$ cat src/rtl/vec_alu_seq.sv
// Sequential vector execute stage: saturating Q1.7 add/sub/mul and a dot-product
// reduction, LANESPERCYCLE lanes per cycle, result held until writeback accepts it.
module vec_alu_seq #(
    parameter int unsigned VECTORSPERREG = 16,
    parameter int unsigned DATAWIDTH     = 8,
    parameter int unsigned REGSIZEINT    = 5,
    parameter int unsigned LANESPERCYCLE = 4
) (
    input  logic                               clk,
    input  logic                               rst,
    input  logic                               in_valid,
    output logic                               in_ready,
    input  logic [1:0]                         op,
    input  logic [REGSIZEINT-1:0]              dst,
    input  logic [VECTORSPERREG*DATAWIDTH-1:0] srca,
    input  logic [VECTORSPERREG*DATAWIDTH-1:0] srcb,
    output logic                               out_valid,
    input  logic                               out_ready,
    output logic [VECTORSPERREG*DATAWIDTH-1:0] wd3,
    output logic [REGSIZEINT-1:0]              ra3,
    output logic                               we3
);

    localparam int unsigned VW      = VECTORSPERREG * DATAWIDTH;
    localparam int unsigned NGROUPS = VECTORSPERREG / LANESPERCYCLE;
    localparam int unsigned KW      = (NGROUPS > 1) ? $clog2(NGROUPS) : 1;
    // Wide enough for a full-vector sum of products without overflow.
    localparam int unsigned ACCW    = 2 * DATAWIDTH + $clog2(VECTORSPERREG);

    localparam logic signed [ACCW-1:0] SAT_MAX = ACCW'((1 << (DATAWIDTH - 1)) - 1);
    localparam logic signed [ACCW-1:0] SAT_MIN = ~SAT_MAX;
    localparam logic [KW-1:0]          K_LAST  = KW'(NGROUPS - 1);

    typedef enum logic [1:0] {
        StIdle,
        StCompute,
        StDone
    } state_e;

    typedef enum logic [1:0] {
        OpAdd = 2'b00,
        OpSub = 2'b01,
        OpMul = 2'b10,
        OpDot = 2'b11
    } op_e;

    state_e                  state_q, state_d;
    op_e                     op_q, op_d;
    logic [REGSIZEINT-1:0]   dst_q, dst_d;
    logic [VW-1:0]           a_q, a_d;
    logic [VW-1:0]           b_q, b_d;
    logic [VW-1:0]           res_q, res_d;
    logic signed [ACCW-1:0]  acc_q, acc_d;
    logic [KW-1:0]           k_q, k_d;
    logic                    out_valid_q, out_valid_d;

    function automatic logic [DATAWIDTH-1:0] sat_lane(input logic signed [ACCW-1:0] x);
        if (x > SAT_MAX) begin
            return SAT_MAX[DATAWIDTH-1:0];
        end else if (x < SAT_MIN) begin
            return SAT_MIN[DATAWIDTH-1:0];
        end
        return x[DATAWIDTH-1:0];
    endfunction

    // Next-state: accept in IDLE, one lane group per cycle in COMPUTE, hold in DONE.
    always_comb begin
        logic signed [DATAWIDTH-1:0] la8;
        logic signed [DATAWIDTH-1:0] lb8;
        logic signed [ACCW-1:0]      la;
        logic signed [ACCW-1:0]      lb;
        logic signed [ACCW-1:0]      prod;
        logic signed [ACCW-1:0]      dot_sum;
        logic signed [ACCW-1:0]      acc_sum;
        int unsigned                 idx;

        state_d     = state_q;
        op_d        = op_q;
        dst_d       = dst_q;
        a_d         = a_q;
        b_d         = b_q;
        res_d       = res_q;
        acc_d       = acc_q;
        k_d         = k_q;
        out_valid_d = out_valid_q;
        la8         = '0;
        lb8         = '0;
        la          = '0;
        lb          = '0;
        prod        = '0;
        dot_sum     = '0;
        acc_sum     = '0;
        idx         = 0;

        unique case (state_q)
            StIdle: begin
                if (in_valid) begin
                    state_d = StCompute;
                    op_d    = op_e'(op);
                    dst_d   = dst;
                    a_d     = srca;
                    b_d     = srcb;
                    res_d   = '0;
                    acc_d   = '0;
                    k_d     = '0;
                end
            end
            StCompute: begin
                for (int unsigned j = 0; j < LANESPERCYCLE; j++) begin
                    idx  = int'(k_q) * LANESPERCYCLE + j;
                    la8  = a_q[idx*DATAWIDTH +: DATAWIDTH];
                    lb8  = b_q[idx*DATAWIDTH +: DATAWIDTH];
                    la   = {{(ACCW - DATAWIDTH){la8[DATAWIDTH-1]}}, la8};
                    lb   = {{(ACCW - DATAWIDTH){lb8[DATAWIDTH-1]}}, lb8};
                    prod = la * lb;
                    unique case (op_q)
                        OpAdd: res_d[idx*DATAWIDTH +: DATAWIDTH] = sat_lane(la + lb);
                        OpSub: res_d[idx*DATAWIDTH +: DATAWIDTH] = sat_lane(la - lb);
                        OpMul: res_d[idx*DATAWIDTH +: DATAWIDTH] =
                                   sat_lane(prod >>> (DATAWIDTH - 1));
                        OpDot: dot_sum = dot_sum + prod;
                        default: ;
                    endcase
                end
                acc_sum = acc_q + dot_sum;
                acc_d   = acc_sum;
                k_d     = k_q + KW'(1);
                if (k_q == K_LAST) begin
                    state_d     = StDone;
                    out_valid_d = 1'b1;
                    // Reduction lands in lane 0; other lanes stay cleared.
                    if (op_q == OpDot) begin
                        res_d[DATAWIDTH-1:0] = sat_lane(acc_sum >>> (DATAWIDTH - 1));
                    end
                end
            end
            StDone: begin
                if (out_ready) begin
                    state_d     = StIdle;
                    out_valid_d = 1'b0;
                end
            end
            default: begin
                state_d     = StIdle;
                out_valid_d = 1'b0;
            end
        endcase
    end

    // State register with synchronous reset that discards any in-flight work.
    always_ff @(posedge clk) begin
        if (rst) begin
            state_q     <= StIdle;
            op_q        <= OpAdd;
            dst_q       <= '0;
            a_q         <= '0;
            b_q         <= '0;
            res_q       <= '0;
            acc_q       <= '0;
            k_q         <= '0;
            out_valid_q <= 1'b0;
        end else begin
            state_q     <= state_d;
            op_q        <= op_d;
            dst_q       <= dst_d;
            a_q         <= a_d;
            b_q         <= b_d;
            res_q       <= res_d;
            acc_q       <= acc_d;
            k_q         <= k_d;
            out_valid_q <= out_valid_d;
        end
    end

    assign in_ready  = (state_q == StIdle);
    assign out_valid = out_valid_q;
    assign wd3       = res_q;
    assign ra3       = dst_q;
    assign we3       = out_valid_q & out_ready;

endmodule

$ cat config.mk
export PLATFORM = sky130hd
export DESIGN_NAME = vec_alu_seq
export DESIGN_NICKNAME = d
export VERILOG_FILES = /design/src/rtl/vec_alu_seq.sv
export SDC_FILE = /design/constraint.sdc
export NUM_CORES = 2
export LEC_CHECK = 0
export CORE_ASPECT_RATIO = 1.1
export CORE_UTILIZATION = 55
export DETAILED_ROUTE_END_ITERATION = 16
export GPL_ROUTABILITY_DRIVEN = 0
export GPL_TIMING_DRIVEN = 0
export PLACE_DENSITY_LB_ADDON = 0.05
export SLEW_MARGIN = 15
export SYNTH_ARGS = -nofsm -noshare
export SYNTH_HDL_FRONTEND = slang
export SYNTH_SLANG_ARGS = --single-unit
export TNS_END_PERCENT = 5
$ cat constraint.sdc
create_clock -name clk -period 14.3 [get_ports clk]
set_input_delay 2.86 -clock clk [delete_from_list [all_inputs] [get_ports clk]]
set_output_delay 2.86 -clock clk [all_outputs]
set_load 0.02 [all_outputs]
After elaboration in Yosys (flattened, before gate mapping)
Index checks and enable logic that the tools add are counted.
{"block": "word_totals", "register_bits": 416, "input_bits": 267, "out_inout_bits": 136, "elab_cells": 259}
{"block": "classes", "add_sub_neg": 20, "multipliers": 4, "n_lt_le_gt_ge": 26, "eq_ne": 9, "shifts": 24, "n_mux": 158, "bitwise_logic": 2, "n_reduce_logical": 7}
{"operator": "bitwise mux 128 bit", "count": 12}
{"operator": "one-hot mux 128 bit (3 select lines)", "count": 4}
{"operator": "variable part select 8 x 34 -> 128 bit", "count": 12}
{"operator": "variable part select 128 x 9 -> 8 bit", "count": 6}
{"operator": "2-to-1 mux 8 bit", "count": 65}
{"operator": "2-to-1 mux 128 bit", "count": 4}
{"operator": "variable shift 8 x 34 -> 128 bit, first input constant", "count": 4}
{"operator": "one-hot mux 128 bit (2 select lines)", "count": 1}
{"operator": "variable part select 128 x 8 -> 8 bit", "count": 2}
{"operator": "2-to-1 mux 20 bit", "count": 9}
{"operator": "> comparator 9 x 8 -> 1 bit, second input constant", "count": 12}
{"operator": "less-than comparator 9 x 8 -> 1 bit, second input constant", "count": 12}
{"operator": "negator 8 -> 34 bit", "count": 3}
{"operator": "multiplier 8 x 8 -> 16 bit", "count": 4}
{"operator": "adder 20 x 16 -> 20 bit", "count": 3}
{"operator": "2-to-1 mux 1 bit", "count": 55}
{"operator": "one-hot mux 20 bit (2 select lines)", "count": 1}
{"operator": "adder 8 x 8 -> 9 bit", "count": 4}
{"operator": "subtractor 8 x 8 -> 9 bit", "count": 4}
{"operator": "negator 7 -> 34 bit", "count": 1}
{"operator": "adder 20 bit", "count": 1}
{"operator": "> comparator 13 x 8 -> 1 bit, second input constant", "count": 1}
{"operator": "less-than comparator 13 x 8 -> 1 bit, second input constant", "count": 1}
{"operator": "adder 4 x 2 -> 5 bit, second input constant", "count": 2}
{"operator": "other kinds (15)", "count": 27}

Longest topological paths before layout
{"block": "depth", "depth_word": 25, "depth_mapped": 56, "depth_no_buf": 52}

Worst setup path after synthesis
OpenSTA, ideal clock, no wires.
{"block": "synth_path", "path_type": "flip-flop to flip-flop", "start": "register k_q[1]", "end": "register res_q[2], in the netlist wd3[2]", "setup_ns": 0.117, "t_arrival_ns": 11.427, "t_required_ns": 14.183, "slack_ns": 2.755, "path_stages_with_launch": 52, "synth_period_minus_slack_ns": 11.545, "cell_sequence": "dfxtp_1 -> buf_4 -> buf_1 -> buf_1 -> clkbuf_1 -> mux4_2 -> and2_1 -> fa_1 -> inv_1 -> fa_1 -> inv_1 -> fa_1 -> inv_1 -> fa_1 -> inv_1 -> ha_1 -> o21ai_0 -> o21bai_1 -> [16 not listed] -> ha_1 -> and3_1 -> nand2_1 -> or4_1 -> a31oi_1 -> nor2_1 -> o31a_1 -> ha_1 -> inv_1 -> a21oi_1 -> or2_1 -> a2111o_1 -> o22ai_1 -> xor2_1 -> xnor3_2 -> o21ai_1 -> nand3_1 -> a32o_1"}
{"block": "synth_between", "elab_chain_len": 25, "elab_cells_between_ends": 207, "cone_classes": "add/sub: 19; mul: 4; order compare: 26; eq/ne: 1; shift: 24; mux: 133"}
{"element": "start, declared", "line": "54", "text": "logic [KW-1:0] k_q, k_d;"}
{"element": "start signal, assigned", "line": "170", "text": "k_q <= k_d;"}
{"element": "branches (longest 23 deep; another with adder 20 x 16 -> 20 bit)"}
{"element": "2-to-1 mux 8 bit *", "line": "128", "text": "if (k_q == K_LAST) begin"}
{"element": "one-hot mux 128 bit (2 select lines) *", "line": "95", "text": "unique case (state_q)"}
{"element": "end signal, assigned", "line": "168", "text": "res_q <= res_d;"}
{"element": "end, declared", "line": "52", "text": "logic [VW-1:0] res_q, res_d;"}
Mark *: on every way between the ends. The select of a mux whose other input is x is not followed.
A chain may end at the register's enable or synchronous reset.

Final worst setup path
{"block": "layout_path", "start": "register k_q[0]", "end": "register res_q[2], in the netlist wd3[2]"}
Same word-level chain as after synthesis.

==> flow_summary.ini <==
[outcome]
outcome = finished clean

[global_route]
gr-usage-all-layers = 0.408
grt_overflow = 0
grt_pass1_wl_um = 201000
antenna_found_initial = 4
grt_max_degree = 15
grt_pass1_vias = 34200

[cells_and_area]
drive_above_1_share = 0.0395
syn2layout_area_growth_pct = 18.7
nets = 5693
final_common_cell = nand2_1
stdcell_count = 5813
final_util = 0.661
mostFrequentLayoutCells = nand2_1, a21oi_1, inv_1

[yosys]
ys.flop_type = dfxtp_1
synth_area_mm2 = 0.0356
syn_area_per_cell_um2 = 7.93
ys_warn_count = 0
synth_cell_type_count = 93
synth_nets = 5243
syn_inst = 4483
synth_edf_count = 0
seq_area_frac_synth = 0.234
ys_ff_latch = 416
ys_async_sr_fraction = 0

[clock_network]
cts_tree = yes
postCtsHoldBufs = 0
path_clk_slew_ps = 60
cts_made_buffers = 46
h-tree-depth = 2
clock_latency_ps = 610
cts_setup_buffers = 0
cts.sinks = 416
clock-root-buffer = clkbuf_16
cts.path.max_buffers = 3

[worst_setup_path]
worstPathArrival_ps = 14250
crit_fanout = 11
timing.rr.end = wd3[2]
cpPeakStageDelay_ps = 550
cp-start-kind = register
r2r-start = k_q[0]
criticalPathCategory = register to register
worstSetupStartpoint = k_q[0]
cp-end-kind = register
r2r_cells = 53
crit_top_cell = inv_1
path_buf_inv = 11
reg2reg_slack_ps = 550
crit_required_ps = 14790
path_delay_family = adder cells
cp_slowest_cell = dfxtp_1

[min_path]
whs_path_depth = 2
hold_end = b_q[55]
min_path_type = register to register
holdCritStartpoint = b_q[55]

[floorplanning]
die_y_um = 269
pin_count = 403
dieWidth_um = 244
core_area_mm2 = 0.0638
row_count = 97
start_util = 0.557
dieArea_mm2 = 0.0657

[sta]
drv_slew = 0
rsz0062_at_grt = no
timing.fmax_mhz = 72.7
tightest_slew_ps = 1280
setup_violations = 0
layout_min_cycle_time_ps = 13750
hold_viol = 0
skew_ps = 27.7
fin_crit_sh = 0.962
slew_headroom = 0.147
setup_tns_ps = 0
whs_ps = 454

[detailed_routing]
finalWirelength_um = 136000
first_pass_iters = 9
num_vias = 35400
ant_nets = 0
viasPerCell = 6.09
wl_per_cell_um = 23.4
drt_iter0_drc = 4094
drc_errors = 0

[place]
hpwl_um = 109000
dpl.cell_count = 5727
numPortBuffers = 402

[run]
drv_cap = 0

[power]
power.static_leakage_nw = 17.4
vdd_ir_drop_max_mv = 0.0816
power-per-cell-area_mw_per_mm2 = 91.1
## worst max path at each step
stage,slack [ps],end,cells after the start
after floorplan,2760,wd3[2],51
after global placement,130,wd3[2],51
after detailed placement,30,wd3[2],52
after CTS,9,wd3[2],51
after global routing,20,wd3[2],53
final,550,wd3[2],53
## repair_timing
item | 4_1_cts | 5_1_grt
setup endpoints to repair | 1 | 9
gates cloned | 0 | 0
resized for setup | 2 | 16
## synthesized netlist by cell type, types with 7 or more instances
| cell type | n | area [um2] |
|---|---|---|
| o21ai_1 | 23 | 115 |
| o211ai_1 | 37 | 278 |
| nor3_1 | 52 | 260 |
| nor2b_1 | 38 | 238 |
| or2_2 | 7 | 43.8 |
| a221o_1 | 14 | 140 |
| xor2_1 | 52 | 455 |
| nand3_1 | 39 | 195 |
| a221oi_1 | 20 | 175 |
| o21a_1 | 47 | 353 |
| buf_1 | 21 | 78.8 |
| a21oi_1 | 543 | 2720 |
| nand2_1 | 813 | 3050 |
| maj3_1 | 11 | 110 |
| a21boi_0 | 14 | 105 |
| clkbuf_1 | 196 | 736 |
| nand2b_1 | 63 | 394 |
| o22ai_1 | 20 | 125 |
| mux4_2 | 62 | 1400 |
| xnor2_1 | 92 | 806 |
| nor3b_1 | 7 | 52.6 |
| a21o_1 | 69 | 518 |
| a211oi_1 | 18 | 135 |
| dfxtp_1 | 416 | 8330 |
| o21ai_0 | 194 | 971 |
| a31oi_1 | 33 | 206 |
| or3_1 | 13 | 81.3 |
| o21bai_1 | 26 | 195 |
| mux2i_1 | 10 | 100 |
| inv_1 | 424 | 1590 |
| fa_1 | 232 | 4640 |
| and3_1 | 23 | 144 |
| a22o_1 | 8 | 70.1 |
| and2_1 | 113 | 707 |
| nor2_1 | 281 | 1050 |
| a32oi_1 | 21 | 184 |
| a22oi_1 | 30 | 225 |
| a222oi_1 | 8 | 80.1 |
| o2111ai_1 | 9 | 78.8 |
| ha_1 | 261 | 3270 |
| a21oi_2 | 7 | 61.3 |
| o31ai_1 | 13 | 97.6 |
## area by class of cell
class / count / area (um2)
timing repair buffer: 403 / 4030
clock buffer: 67 / 1340
inverter: 429 / 1610
antenna: 4 / 10.0
clock inverter: 16 / 190
fill: 5680 / 21600
tap: 841 / 1050
buffer: 227 / 916
sequential: 416 / 8330
multi-input combinational: 3410 / 24700
## state kept, by name (all words and copies together), names as in the netlist
| signal | cells |
|---|---|
| a_q | 128 |
| b_q | 128 |
| wd3 | 128 |
| acc_q | 20 |
| ra3 | 5 |
| k_q | 2 |
| op_q | 2 |
| state_q | 2 |
| out_valid | 1 |
## layer usage
metal | GRT usage | routed length (um)
met5 | 0 | 0
met4 | 0.281 | 10700
met3 | 0.0955 | 14700
met2 | 0.641 | 59400
met1 | 0.498 | 51000
## kinds of logic (layout without fill, tap and decap cells)
logic type | Yosys count | count (layout) | synth area share
compound gates | 1206 | 1206 | 0.206
flops | 416 | 416 | 0.234
mux | 78 | 78 | 0.0443
xor+xnor | 150 | 150 | 0.0386
other cells | 0 | 4 | 0
buf+inv | 657 | 1142 | 0.0705
simple gates | 1471 | 1471 | 0.180
fa+ha+maj | 505 | 505 | 0.226
## stage by stage
step | instance area (um2) | setup WS (ps) | total power [mW]
final | 42200 | 547 | 3.84
after global routing | 42200 | 15.9 | 3.98
after CTS | 42200 | 8.67 | 3.79
after detailed placement | 40600 | 27.0 | 2.58
after global placement | 40600 | 126 | 2.57
after floorplan | 35600 | 2760 | 2.10
## power breakdown
part | switching [mW] | internal (mW) | total, mW
clock | 0.523 | 0.709 | 1.23
combinational | 0.882 | 0.484 | 1.37
sequential | 0.0348 | 1.21 | 1.25
## tightest hold or removal path, stage by stage (launching register included)
cell	delay, ps
dfxtp_1	310
nand2_1	50
a21oi_1	50
Note: power is estimated with default switching activity, not from simulation.
